--- config.mk ---
export PLATFORM = sky130hd
export DESIGN_NAME = fmdll_lock_detect
export DESIGN_NICKNAME = d
export VERILOG_FILES = /design/src/rtl/fmdll_lock_detect.sv
export SDC_FILE = /design/constraint.sdc
export NUM_CORES = 1
export LEC_CHECK = 0
export CAP_MARGIN = 20
export CORE_MARGIN = 2
export CORE_UTILIZATION = 57
export DETAILED_ROUTE_END_ITERATION = 7
export PLACE_DENSITY = 0.93
export RECOVER_POWER = 50
export SYNTH_ARGS = -nofsm -noshare
export SYNTH_HDL_FRONTEND = slang
export SYNTH_SLANG_ARGS = --single-unit
--- constraint.sdc ---
create_clock -name clk_ext -period 4.5 [get_ports clk_ext]
set_clock_uncertainty 0.1 [all_clocks]
set_input_delay 0.9 -clock clk_ext [delete_from_list [all_inputs] [get_ports clk_ext]]
set_output_delay 0.9 -clock clk_ext [all_outputs]
set_load 0.05 [all_outputs]
--- src/rtl/fmdll_lock_detect.sv ---
// FMDLL lock detector: watches PTC delay-code updates and reports lock,
// loss of lock and update-watchdog expiry in the clk_ext domain.
module fmdll_lock_detect #(
    parameter int TOL         = 2,
    parameter int LOCK_CNT    = 8,
    parameter int UNLOCK_CNT  = 3,
    parameter int TIMEOUT_CYC = 1024
) (
    input  logic       clk_ext,
    input  logic       rst_n,
    input  logic [1:0] M,
    input  logic [3:0] N,
    input  logic [1:0] Sel,
    input  logic [9:0] Q,
    input  logic       code_upd,
    output logic       locked,
    output logic [9:0] q_locked,
    output logic       lock_lost,
    output logic       timeout,
    output logic [7:0] lost_cnt
);

    localparam int WDW = $clog2(TIMEOUT_CYC);

    typedef enum logic [1:0] {
        IDLE   = 2'd0,
        ACQ    = 2'd1,
        LOCKED = 2'd2
    } state_t;

    state_t         state, state_nx;
    logic [9:0]     q_prev, q_prev_nx;
    logic [9:0]     q_lock_nx;
    logic [7:0]     stable_cnt, stable_nx;
    logic [3:0]     miss_cnt, miss_nx;
    logic [WDW-1:0] wd_cnt, wd_nx;
    logic [1:0]     m_r;
    logic [3:0]     n_r;
    logic [10:0]    delta;
    logic           stable, hold, mn_chg, wd_exp;
    logic           lost_ev, to_ev;

    always_ff @(posedge clk_ext) begin
        if (!rst_n) begin
            state      <= IDLE;
            q_prev     <= '0;
            q_locked   <= '0;
            stable_cnt <= '0;
            miss_cnt   <= '0;
            wd_cnt     <= '0;
            lock_lost  <= 1'b0;
            timeout    <= 1'b0;
            lost_cnt   <= '0;
            m_r        <= M;
            n_r        <= N;
        end else begin
            state      <= state_nx;
            q_prev     <= q_prev_nx;
            q_locked   <= q_lock_nx;
            stable_cnt <= stable_nx;
            miss_cnt   <= miss_nx;
            wd_cnt     <= wd_nx;
            lock_lost  <= lost_ev;
            timeout    <= to_ev;
            m_r        <= M;
            n_r        <= N;
            if (lost_ev && lost_cnt != 8'hFF)
                lost_cnt <= lost_cnt + 1'b1;
        end
    end

    always_comb begin
        delta = (Q >= q_prev) ? ({1'b0, Q} - {1'b0, q_prev})
                              : ({1'b0, q_prev} - {1'b0, Q});
        stable = (delta <= 11'(TOL));
        hold   = (Sel == 2'b10);
        mn_chg = (M != m_r) || (N != n_r);
        wd_exp = (state != IDLE) && !code_upd
              && (wd_cnt == WDW'(TIMEOUT_CYC - 1));
    end

    always_comb begin
        state_nx  = state;
        q_prev_nx = q_prev;
        q_lock_nx = q_locked;
        stable_nx = stable_cnt;
        miss_nx   = miss_cnt;
        wd_nx     = (state == IDLE || code_upd) ? '0 : wd_cnt + 1'b1;
        lost_ev   = 1'b0;
        to_ev     = 1'b0;
        if (hold) begin
            state_nx  = IDLE;
            stable_nx = '0;
            miss_nx   = '0;
            wd_nx     = '0;
            lost_ev   = (state == LOCKED);
        end else if (mn_chg) begin
            // New M/N restarts acquisition; the strobe on this edge is dropped
            if (state != IDLE)
                state_nx = ACQ;
            stable_nx = '0;
            miss_nx   = '0;
            wd_nx     = '0;
            lost_ev   = (state == LOCKED);
        end else if (wd_exp) begin
            state_nx  = IDLE;
            stable_nx = '0;
            miss_nx   = '0;
            wd_nx     = '0;
            to_ev     = 1'b1;
            lost_ev   = (state == LOCKED);
        end else if (code_upd) begin
            q_prev_nx = Q;
            unique case (state)
                IDLE: begin
                    state_nx  = ACQ;
                    stable_nx = '0;
                end
                ACQ: begin
                    if (!stable) begin
                        stable_nx = '0;
                    end else if (stable_cnt == 8'(LOCK_CNT - 1)) begin
                        state_nx  = LOCKED;
                        q_lock_nx = Q;
                        stable_nx = '0;
                        miss_nx   = '0;
                    end else begin
                        stable_nx = stable_cnt + 1'b1;
                    end
                end
                LOCKED: begin
                    if (stable) begin
                        miss_nx = '0;
                    end else if (miss_cnt == 4'(UNLOCK_CNT - 1)) begin
                        state_nx  = ACQ;
                        stable_nx = '0;
                        miss_nx   = '0;
                        lost_ev   = 1'b1;
                    end else begin
                        miss_nx = miss_cnt + 1'b1;
                    end
                end
                default: state_nx = IDLE;
            endcase
        end
    end

    always_comb begin
        locked = (state == LOCKED);
    end

endmodule

==> impl_metrics.tcl <==
set metrics [dict create \
    place_area_um2 4617 \
    setup_viol 0 \
    intPower_uw 814.7 \
    hpwl_mm 7.167 \
    report.final.slew_viol_count 0 \
    hold_viol_final 0 \
    endpoint "lost_cnt[6]" \
    antenna_found_initial 0 \
    yosysSeqAreaShare 0.3180 \
    peakVddDrop_v 0.0002504 \
    first_iter_violations 291 \
    clockBufferDepth 2 \
    clkPwrFrac 0.387 \
    final_util 0.7670 \
    globalRouteOverflowTotal 0 \
    crit_cells 16 \
    post_cts_buffers 0 \
    comb_power_share 0.146 \
    coreArea_um2 6386 \
    routabilityCongestion 0.9275 \
    vias 3951 \
    synthesis.area_um2 3777 \
    synth-seq-cells 60 \
    synth-edff-count 0 \
    rrSetupSlack_ns 0.75 \
    syn_nets 515 \
    async_flop_share 0 \
    sw_frac_of_total 0.2907 \
    htree_levels 3 \
    yosysMostFrequentCell "dfxtp_1" \
    cellPowerDensity_nw_per_um2 234.5 \
    power_uw 1149 \
    port_buffers 41 \
    dr.pass1.iters 6 \
    r2r_cells 17 \
    routed_via_density 6.261 \
    timing.rr.end "lost_cnt[6]" \
    clock.fmax_mhz 223.8 \
    hold_path_class "reg -> reg" \
    status "complete, no violations" \
    critPathArrivalTime_ns 4.62 \
    clock-root-buffer "clkbuf_8" \
    grt_max_degree 28 \
    ctsHoldBuffers 0 \
    drtAntennaViolNets 0 \
    synth_cell_types 64 \
    grt_use_total 0.2812 \
    required_ns 4.66 \
    nets 602 \
    pin_count 42 \
    syn_inst 462 \
    wl_per_cell_um 17.18 \
    cp-startpoint "Q[1]" \
    synth_area_leaders "dfxtp_1 32%, ha_1 9.9%, nor2_1 5.3%" \
    cp-end-kind "flop" \
    synth_top_area_share 0.3180 \
    max_stage_delay_ns 0.51 \
    dieArea_um2 7294 \
    remaining_drc_errors 0 \
    cp_top_family "compound AO/OA/AOI/OAI gates" \
    finalCritPeriodShare 0.9928 \
    area_delta_synth_final_pct 29.68 \
    fin_crit_ns 4.467 \
    seqPwrFrac 0.467 \
    clkSlewWorstSetupHoldPaths_ns 0.08 \
    r2r_start "q_prev[0]" \
    p_switching_uw 333.9 \
    layout-drive-gt1-share 0.1625 \
    die_w_um 85.41 \
    clkLatencyLatePin_ns 0.35 \
    cp_num_buf_inv 5 \
    clock_sinks 60 \
    tightest_slew_ns 1.093 \
    worstSetupPathType "in -> reg" \
    maxSlewHeadroom 0.2715 \
    routed_wl_mm 10.84 \
    setup_tns_ns 0 \
    synth_top_cells_by_count "60 x dfxtp_1, 53 x nor2_1, 36 x a21oi_1" \
    ys_warn_count 0 \
    grt_pass1_vias 3798 \
    path_max_fanout 17 \
    critPathLaunchType "input port" \
    synth.largest_area_cell "dfxtp_1" \
    worstPathCellList "clkdlybuf4s50_1, inv_1, ha_1, nor2b_1, o31a_1, buf_4, nor3_1, xor2_1, a31oi_2, a211oi_4, o211ai_4, buf_6, a31oi_2, buf_12, or4b_1, o211a_1" \
    cts_buffers 9 \
    stdcell_area_um2 4898 \
    cpMaxStageDelayCell "or4b_1" \
    rows 29 \
    avgSynthCellArea_um2 8.176 \
    p_leak_uw 0.002011 \
    grt_pass1_wl_mm 16.67 \
    initial_utilization 0.5915 \
    antennaDiodeCount 0 \
    synth_ff_type "dfxtp_1" \
    die_h_um 85.41 \
    cap_viol_max_count 0 \
    cts_tree "done" \
    crit_top_cell "a31oi_2" \
]
worst min path at each step:
| stage | startpoint | endpoint | slack (ns) | cells past startpoint |
|---|---|---|---|---|
| detailed placement | wd_cnt[0] | wd_cnt[0] | 0.34 | 1 |
| global placement | wd_cnt[0] | wd_cnt[0] | 0.33 | 1 |
| finish | wd_cnt[0] | wd_cnt[0] | 0.36 | 1 |
| CTS | wd_cnt[0] | wd_cnt[0] | 0.36 | 1 |
| floorplan | wd_cnt[0] | wd_cnt[0] | 0.32 | 1 |
| global route | wd_cnt[0] | wd_cnt[0] | 0.41 | 1 |
final cells by class:
cell class | instances | area (µm²)
multi-input cells | 348 | 2466
repair buffers | 93 | 819.5
clock inverters | 7 | 52.55
well taps | 77 | 96.34
flip-flops and latches | 60 | 1201
inverters | 37 | 138.9
fillers | 407 | 1488
clock buffers | 9 | 123.9
power groups by stage:
stage	Sequential (µW)	Combinational (µW)	Clock (µW)
5_1_grt	537	180	467
2_1_floorplan	548	81.0	0
6_report	537	168	444
4_1_cts	536	155	445
3_3_place_gp	548	146	0
3_5_place_dp	549	152	0
layout by cell type (no fill, tap or decap), types with 4 or more instances in the layout:
cell type / synthesis / layout
nor2b_1: 9 / 9
mux2i_1: 12 / 12
inv_1: 35 / 35
xor2_1: 14 / 14
buf_4: 0 / 48
o21ai_1: 6 / 5
dfxtp_1: 60 / 60
and3_1: 8 / 8
nand4_1: 4 / 4
clkdlybuf4s50_1: 0 / 13
xnor2_1: 9 / 9
ha_1: 30 / 28
nand2b_1: 6 / 6
or4_1: 10 / 10
o21bai_1: 4 / 4
or3_1: 4 / 4
a21o_1: 9 / 9
nor3_1: 13 / 13
nor2_1: 53 / 53
nand3_1: 22 / 22
a21oi_1: 36 / 35
o21ai_0: 10 / 10
clkbuf_8: 0 / 9
o31ai_1: 8 / 8
nand2_1: 24 / 24
dlygate4sd3_1: 0 / 27
metrics by stage:
stage,cells,hold WS [ns],worst slack (ns)
floorplan,462,0.3175,0.3684
global placement,614,0.3287,-0.1950
detailed placement,614,0.3435,-0.3173
CTS,630,0.3582,0.05535
global route,631,0.4051,-0.09863
finish,631,0.3620,0.03251
layer usage:
metal	vias up	part of all wire	global-route usage	wire length, µm
met4	0	0.043	0.1241	466
met2	228	0.51	0.5043	5541
met3	55	0.073	0.06420	791
met5	-	0	0	0
li1	1823	-	-	-
met1	1845	0.37	0.3164	4042
registers in the layout, summed over array words and instances (netlist names):
signal and count:
lock_lost 1, lost_cnt 8, m_r 2, miss_cnt 4
n_r 4, q_locked 10, q_prev 10, stable_cnt 8
state 2, timeout 1, wd_cnt 10
cells by family (layout without fill, tap and decap cells):
logic type / after synthesis / after routing / share of synthesized area
and+or+nand+nor: 168 / 168 / 0.2272
adders and majority gates: 32 / 32 / 0.1100
muxes: 13 / 13 / 0.03478
buffers and inverters: 54 / 146 / 0.05499
xor gates and xnor gates: 23 / 23 / 0.05333
DFF: 60 / 60 / 0.3180
AOI/OAI and AO/OA: 112 / 112 / 0.2017
timing repair:
item | CTS | global route
gates cloned | 0 | 1
setup endpoints to repair | 4 | 33
pin swaps | 0 | 5
resized for setup | 1 | 22
(Power assumes the default switching activity.)
